### config.mk
export PLATFORM = sky130hd
export DESIGN_NAME = cpu_state_dump
export DESIGN_NICKNAME = d
export VERILOG_FILES = /design/src/rtl/cpu_state_dump.sv
export SDC_FILE = /design/constraint.sdc
export NUM_CORES = 1
export LEC_CHECK = 0
export ABC_AREA = 1
export CORE_UTILIZATION = 41
export CTS_BUF_LIST = sky130_fd_sc_hd__clkbuf_16
export CTS_CLUSTER_DIAMETER = 100
export DETAILED_ROUTE_END_ITERATION = 7
export GPL_TIMING_DRIVEN = 0
export PLACE_DENSITY = 0.87
export SLEW_MARGIN = 20
export SYNTH_ARGS = -nofsm -noshare
export SYNTH_HDL_FRONTEND = slang
export SYNTH_SLANG_ARGS = --single-unit
### constraint.sdc
create_clock -name clk_i -period 1.5 [get_ports clk_i]
set_input_delay 0.3 -clock clk_i [delete_from_list [all_inputs] [get_ports clk_i]]
set_output_delay 0.3 -clock clk_i [all_outputs]
set_load 0.03 [all_outputs]
### src/rtl/cpu_state_dump.sv
// Streams PC then R0..R(NREGS-1) over a valid/ready beat stream when dump_req_i is seen in IDLE.
// Optional XOR checksum beat (tag 9) is enabled by defining CPU_DUMP_CHECKSUM_EN.
module cpu_state_dump #(
  parameter int DATA_W = 16,
  parameter int PC_W   = 16,
  parameter int NREGS  = 8
) (
  input  logic                     clk_i,
  input  logic                     rst_i,
  input  logic                     dump_req_i,
  input  logic [PC_W-1:0]          pc_in_i,
  output logic [$clog2(NREGS)-1:0] rf_raddr_o,
  input  logic [DATA_W-1:0]        rf_rdata_i,
  output logic                     dout_valid_o,
  input  logic                     dout_ready_i,
  output logic [DATA_W-1:0]        dout_data_o,
  output logic [3:0]               dout_tag_o,
  output logic                     dout_last_o,
  output logic                     busy_o
);
  localparam int         IDX_W    = $clog2(NREGS);
  localparam int         CNT_W    = IDX_W + 1;
  localparam logic [3:0] TAG_PC   = 4'd8;
`ifdef CPU_DUMP_CHECKSUM_EN
  localparam logic [3:0] TAG_CSUM = 4'd9;
  localparam bit         CSUM_EN  = 1'b1;
`else
  localparam bit         CSUM_EN  = 1'b0;
`endif

  typedef enum logic {
    IDLE = 1'b0,
    SEND = 1'b1
  } state_e;

  state_e            state_q, state_d;
  logic [CNT_W-1:0]  cnt_q, cnt_d;
  logic [DATA_W-1:0] data_q, data_d;
  logic [3:0]        tag_q, tag_d;
  logic              last_q, last_d;
  logic              xfer;
`ifdef CPU_DUMP_CHECKSUM_EN
  logic [DATA_W-1:0] csum_q, csum_d;
  logic              reg_beat_next;

  // cnt_q reaches NREGS only after the last register beat has been loaded
  assign reg_beat_next = cnt_q < CNT_W'(NREGS);
`endif

  assign xfer = (state_q == SEND) && dout_ready_i;

  always_ff @(posedge clk_i or posedge rst_i) begin
    if (rst_i) begin
      state_q <= IDLE;
    end else begin
      state_q <= state_d;
    end
  end

  always_comb begin
    state_d = state_q;
    case (state_q)
      IDLE:    if (dump_req_i) state_d = SEND;
      SEND:    if (xfer && last_q) state_d = IDLE;
      default: state_d = IDLE;
    endcase
  end

  always_comb begin
    dout_valid_o = (state_q == SEND);
    busy_o       = (state_q == SEND);
    rf_raddr_o   = cnt_q[IDX_W-1:0];
    dout_data_o  = data_q;
    dout_tag_o   = tag_q;
    dout_last_o  = last_q;
  end

  always_comb begin
    cnt_d  = cnt_q;
    data_d = data_q;
    tag_d  = tag_q;
    last_d = last_q;
`ifdef CPU_DUMP_CHECKSUM_EN
    csum_d = csum_q;
`endif
    if (state_q == IDLE) begin
      if (dump_req_i) begin
        data_d = DATA_W'(pc_in_i);
        tag_d  = TAG_PC;
        last_d = 1'b0;
        cnt_d  = '0;
`ifdef CPU_DUMP_CHECKSUM_EN
        csum_d = DATA_W'(pc_in_i);
`endif
      end
    end else if (xfer) begin
      if (last_q) begin
        last_d = 1'b0;
        cnt_d  = '0;
`ifdef CPU_DUMP_CHECKSUM_EN
      end else if (reg_beat_next) begin
`else
      end else begin
`endif
        data_d = rf_rdata_i;
        tag_d  = 4'(cnt_q[IDX_W-1:0]);
        last_d = (cnt_q == CNT_W'(NREGS - 1)) && !CSUM_EN;
        cnt_d  = cnt_q + CNT_W'(1);
`ifdef CPU_DUMP_CHECKSUM_EN
        csum_d = csum_q ^ rf_rdata_i;
      end else begin
        data_d = csum_q;
        tag_d  = TAG_CSUM;
        last_d = 1'b1;
`endif
      end
    end
  end

  always_ff @(posedge clk_i or posedge rst_i) begin
    if (rst_i) begin
      cnt_q  <= '0;
      data_q <= '0;
      tag_q  <= '0;
      last_q <= 1'b0;
`ifdef CPU_DUMP_CHECKSUM_EN
      csum_q <= '0;
`endif
    end else begin
      cnt_q  <= cnt_d;
      data_q <= data_d;
      tag_q  <= tag_d;
      last_q <= last_d;
`ifdef CPU_DUMP_CHECKSUM_EN
      csum_q <= csum_d;
`endif
    end
  end

endmodule

==> results by group, run 1 <==
Clock tree
  • CTS Buf Count: 3
  • CTS Hold Bufs: 0
  • Clock sinks: 26
  • Root buffer cell: clkbuf_16
  • Worst skew pair latency: 250 ps
  • Reg clk slew, reported paths: around 60 ps
  • Clock buffer depth: 2
  • Number of gates resized after cts: 32
  • H-tree levels: 1
  • CTS tree: yes
  • Post-CTS Setup Bufs: 0

GRT
  • Vias in the first global route: roughly 1.2k
  • Grt ovf: 0
  • Largest net degree at the start of global routing: 27
  • Global-route wire length before repair: roughly 5.3 mm
  • GRT Util Overall: slightly below 20%
  • Initial antenna violation count: 0

Final layout
  • Share of cells above drive strength 1: 10.98%
  • Final instance area: 0.002093 mm²
  • Final net count: 284
  • Area growth syn-to-layout: 52.23%
  • Diodes inserted: 0
  • Final Core Density: 66.92%

Timing
  • Skew final: about 2.4 ps
  • Highest Clock Rate: about 690 MHz
  • Final hold slack: between 400 and 500 ps
  • Worst setup margin: between 40 and 50 ps
  • Final setup fails: 0
  • Least-Margin Pin Slew: around 910 ps
  • Max-slew violations: 0
  • RSZ-0062 raised after global routing: no
  • Relative slew slack: about two fifths
  • Endpoints failing hold: 0
  • Fin crit share: just under 100%
  • Min cycle time layout: 1456 ps

Critical path
  • CP startpoint kind: flop
  • Number of buffers and inverters on the critical path: 2
  • Worst r2r dst: dout_data_o[15]$_DFFE_PP0P_
  • Max Fanout on Critical Path: 7
  • Slowest stage delay, CP: ~470 ps
  • R2R cell count: 6
  • Slowest CP cell: dfrtp_1
  • Family with the most delay on the worst path: flip-flops
  • Crit path required time: roughly 1200 ps
  • Crit. End Element: output port
  • Arrival @ worst endpoint: ~1200 ps
  • Worst reg2reg setup slack: 240 ps
  • Worst-path cell chain: buf_4 -> clkdlybuf4s15_2
  • Setup CP Type: reg2out
  • RR Startpoint: busy_o$_DFF_PP0_

Detailed routing
  • TritonRoute pass-1 iters: 4
  • Vias/cell: approximately 4.5
  • Routed WL per cell: around 11 µm
  • Routed wire length: approximately 3.3 mm
  • DR DRC count: 0
  • DR iter-0 viols: 56
  • Routed via count: ~1.3k
  • Detail Route Antenna Nets: 0

Placed design
  • Placed wire-length estimate: 2.517 mm
  • DP Worst Slack: -126.6 ps
  • Placer Congestion: a little under 0.8
  • Area post-placement: approximately 0.0020 mm²
  • Number of port buffers: 61

Synth
  • Cells after Synth: 181
  • Synth area leader: dfrtp_1
  • Synth top area cells: dfrtp_1 47%, nand2_1 28%, nand3_1 6.9%, buf_4 3.8%, nand2_4 2.5%
  • Post-synth cell types: 19
  • Synthesis-stage register bit count: 26
  • Mapped cell area: approximately 0.0014 mm²
  • Syn. warnings: 0
  • Mean Syn Cell Area: between 7 and 8 µm²
  • Synth top area share: 47.32%
  • Mapped Nets: roughly 220
  • Register area share after synthesis: between 40% and 50%

Outcome
  • Status: finished clean

Min path
  • Hold WC Path Type: in2async

Floorplan
  • I/O pins: 62
  • FP Rows: 20
  • Die Area: between 0.003 and 0.004 mm²
  • Initial Util: between 40% and 50%
  • Core Region: 0.003128 mm²
  • Die span in y: roughly 60 µm
  • Die width: roughly 60 µm

Power
  • Pleak: between 1 and 1.5 nW
  • Cell Pwr Density: approximately 1900 mW/mm²
  • Max IR drop VDD: around 1.1 mV

Job
  • Number of max-cap violations: 0
[registers in the layout, summed over array words and instances, names as in the netlist]
signal and flops:
cnt_q 4, dout_data_o 16, busy_o 1, dout_tag_o 4, dout_last_o 1
[layout make-up]
| class | instances | area (µm²) |
|---|---|---|
| fill | 288 | 1035 |
| sequential | 26 | 653.1 |
| multi-input combinational | 136 | 613.1 |
| timing repair buffer | 61 | 581.8 |
| buffer | 10 | 77.57 |
| clock buffer | 3 | 75.07 |
| tap | 44 | 55.05 |
| inverter | 9 | 33.78 |
| clock inverter | 1 | 3.754 |
[layout by cell type (no fill, tap or decap), drive strengths merged]
cell	netlist	final
clkinv	0	2
dfrtp	26	26
xnor2	1	1
clkdlybuf4s15	0	4
nor2	2	2
nand2	107	107
a21oi	1	1
inv	9	8
nand4	1	1
dlygate4sd2	0	21
o21ai	3	3
clkdlybuf4s50	0	35
nand3	20	20
ha	1	1
clkbuf	0	4
buf	10	10
[per-layer routing]
metal  part of all wire (%)  up-vias  track usage (%)
met5                      0        -                0
met4                   0.76        0            5.316
met3                    4.7        4            4.113
met2                     51       33            34.92
met1                     44      595            23.43
li1                       -      680                -
[cell families after synthesis]
kind of cell / after synthesis / share of synthesized area, %
adders and majority gates: 1 / 0.9098
and+or+nand+nor: 130 / 40.76
AOI/OAI and AO/OA: 4 / 2.275
DFF: 26 / 47.32
buffers and inverters: 19 / 8.099
xor gates and xnor gates: 1 / 0.6371
[synthesized netlist by cell type, drive strengths merged]
cell type,n
dfrtp,26
buf,10
nor2,2
nand2,107
xnor2,1
inv,9
a21oi,1
nand3,20
o21ai,3
nand4,1
ha,1
[worst register-to-register path: stages (launching register included)]
cell	delay (ps)
dfrtp_1	420
buf_4	210
nand2_4	80
nand3_4	150
buf_8	180
nand2_1	60
nand2_1	60
[worst max path at each step]
stage	start	endpoint	slack [ps]	depth (start not counted)
2_1_floorplan	busy_o$_DFF_PP0_	dout_data_o[15]$_DFFE_PP0P_	200	6
3_3_place_gp	dout_ready_i	dout_data_o[5]$_DFFE_PP0P_	-100	7
3_5_place_dp	dout_ready_i	dout_data_o[15]$_DFFE_PP0P_	-130	7
4_1_cts	busy_o$_DFF_PP0_	dout_valid_o	10	2
5_1_grt	busy_o$_DFF_PP0_	dout_valid_o	4	2
6_report	cnt_q[2]$_DFFE_PP0P_	rf_raddr_o[2]	40	2
[through the flow]
stage / cells / power (W) / TNS (ps)
after floorplan: 181 / 0.002673 / 0
after global placement: 286 / 0.003544 / -1765
after detailed placement: 286 / 0.003599 / -2050
after CTS: 290 / 0.003971 / 0
after global routing: 290 / 0.004185 / 0
final: 290 / 0.003921 / 0
[where the power goes]
part	internal [W]	switching [W]	total, W
sequential	0.00103	0.000234	0.00126
clock	0.000356	0.000222	0.000578
combinational	0.000771	0.00131	0.00208
total	0.00216	0.00177	0.00392
Power figures use the tool's default switching activity.
==> run 2: changes to the inputs <==
==> constraint.sdc (replaced) <==
create_clock -name clk_i -period 1.66 [get_ports clk_i]
set_input_delay 0.332 -clock clk_i [delete_from_list [all_inputs] [get_ports clk_i]]
set_output_delay 0.332 -clock clk_i [all_outputs]
set_load 0.03 [all_outputs]
==> run 2 against run 1 <==
Net effect:
- non-clock buffer count unchanged
- critical path depth fell by 1
- wire length decreased by 0.46%
- critical endpoint is now dout_data_o[2]
==> results by group, run 2 (same netlist as run 1, synthesis figures left out) <==
Detailed routing
  • DR DRC count: 0
  • TritonRoute pass-1 iters: 4
  • Detail Route Antenna Nets: 0
  • Routed via count: ~1.3k
  • Routed WL per cell: 11.26 µm
  • Vias/cell: 4.517
  • DR iter-0 viols: 53
  • Routed wire length: between 3 and 4 mm

Clock tree
  • Worst skew pair latency: ~250 ps
  • Clock sinks: 26
  • Clock buffer depth: 2
  • CTS tree: yes
  • Root buffer cell: clkbuf_16
  • H-tree levels: 1
  • CTS Buf Count: 3
  • Reg clk slew, reported paths: roughly 60 ps

GRT
  • Initial antenna violation count: 0
  • Grt ovf: 0
  • GRT Util Overall: roughly a fifth
  • Vias in the first global route: 1205
  • Global-route wire length before repair: 5.244 mm
  • Largest net degree at the start of global routing: 27

Final layout
  • # fillers: between 200 and 300
  • Area growth syn-to-layout: 53.96%
  • Commonest non-fill, non-tap cell in the layout: nand2_1
  • Diodes inserted: 0
  • Number of flip-flops in the largest register: 16
  • Most frequent cells in the layout: 103 x nand2_1, 52 x clkdlybuf4s50_1, 25 x dfrtp_1, 19 x nand3_1
  • Share of cells above drive strength 1: a little under a tenth
  • Final net count: 284
  • Final instance area: approximately 0.0021 mm²

Critical path
  • CP startpoint kind: flop
  • Slowest CP cell: clkdlybuf4s50_1
  • Setup CP Type: reg2out
  • Max Fanout on Critical Path: 2
  • R2R cell count: 6
  • Crit path required time: 1330 ps
  • Number of buffers and inverters on the critical path: 1
  • Worst r2r dst: dout_data_o[15]$_DFFE_PP0P_
  • Worst-path cell chain: clkdlybuf4s50_1
  • Family with the most delay on the worst path: buffers and inverters
  • Worst reg2reg setup slack: approximately 400 ps
  • Crit. End Element: output port
  • RR Startpoint: busy_o$_DFF_PP0_
  • Arrival @ worst endpoint: 1280 ps
  • Slowest stage delay, CP: 680 ps

Timing
  • Max-slew violations: 0
  • Skew final: between 2 and 2.5 ps
  • Fin crit share: 97.35%
  • Highest Clock Rate: 618.8 MHz
  • Final setup fails: 0
  • Worst setup margin: 44.03 ps
  • Final hold slack: 467.1 ps
  • RSZ-0062 raised after global routing: no
  • Endpoints failing hold: 0
  • Relative slew slack: a little under 40%
  • Min cycle time layout: 1616 ps
  • Setup TNS: 0 ps
  • Least-Margin Pin Slew: 904.6 ps

Placed design
  • Placer Congestion: between 0.7 and 0.8
  • Area post-placement: ~0.002 mm²
  • Number of port buffers: slightly above 60
  • DP Worst Slack: between 1 and 1.5 ps
  • Placed wire-length estimate: 2.517 mm

Min path
  • Hold WC Path Type: in2async

Outcome
  • Status: finished clean

Power
  • Pleak: 1.104 nW
  • Max IR drop VDD: ~0.97 mV
  • Cell Pwr Density: ~1700 mW/mm²

Floorplan
  • Die Area: roughly 0.0036 mm²
  • Die span in y: between 50 and 60 µm
  • FP Rows: 20
  • Initial Util: a little over two fifths
  • Die width: between 50 and 60 µm
  • I/O pins: between 60 and 70
  • Core Region: roughly 0.0031 mm²

Job
  • Number of max-cap violations: 0
[run 2: stage by stage]
stage | total power (W) | util [%] | cells
floorplan | 0.002415 | - | 181
global placement | 0.003202 | 65.24 | 286
detailed placement | 0.003252 | 65.24 | 286
CTS | 0.003739 | 67.48 | 290
global route | 0.003930 | 67.68 | 290
finish | 0.003695 | 67.68 | 290
[run 2: cell type report]
class / count / area (µm²) / area share, %
clock inverter: 1 / 3.754 / 0.1773
inverter: 9 / 33.78 / 1.596
clock buffer: 3 / 75.07 / 3.546
sequential: 26 / 651.9 / 30.79
tap: 44 / 55.05 / 2.600
timing repair buffer: 61 / 606.8 / 28.66
multi-input combinational: 136 / 613.1 / 28.96
buffer: 10 / 77.57 / 3.664
[run 2: how the worst max path moves through the flow]
stage	slack (ps)	from	endpoint	depth (start not counted)
global placement	30	dout_ready_i	dout_data_o[5]$_DFFE_PP0P_	7
floorplan	360	busy_o$_DFF_PP0_	dout_data_o[15]$_DFFE_PP0P_	6
CTS	10	dout_data_o[11]$_DFFE_PP0P_	dout_data_o[11]	1
global route	7	dout_data_o[4]$_DFFE_PP0P_	dout_data_o[4]	1
detailed placement	1	dout_ready_i	dout_data_o[15]$_DFFE_PP0P_	7
finish	40	dout_data_o[2]$_DFFE_PP0P_	dout_data_o[2]	1
[run 2: metal layers]
layer | wire (µm) | GRT usage (%)
met5 | 0 | 0
met1 | 1432 | 23.30
met3 | 148 | 4.113
met4 | 25 | 5.316
met2 | 1659 | 34.92
[run 2: where the power goes]
| part | internal, W | total (W) | leakage [nW] | switching [W] |
|---|---|---|---|---|
| Sequential | 0.000927 | 0.00115 | 0.317 | 0.000221 |
| Clock | 0.000322 | 0.000524 | 0.0385 | 0.000202 |
| Combinational | 0.000842 | 0.00202 | 0.748 | 0.00118 |
| Total | 0.00209 | 0.00370 | 1.10 | 0.00160 |
[run 2: repair_timing]
item	4_1_cts	5_1_grt
gates cloned	0	0
hold buffers	0	0
gates resized for setup	7	3
buffers inserted	0	0
endpoints found under the setup margin	7	3
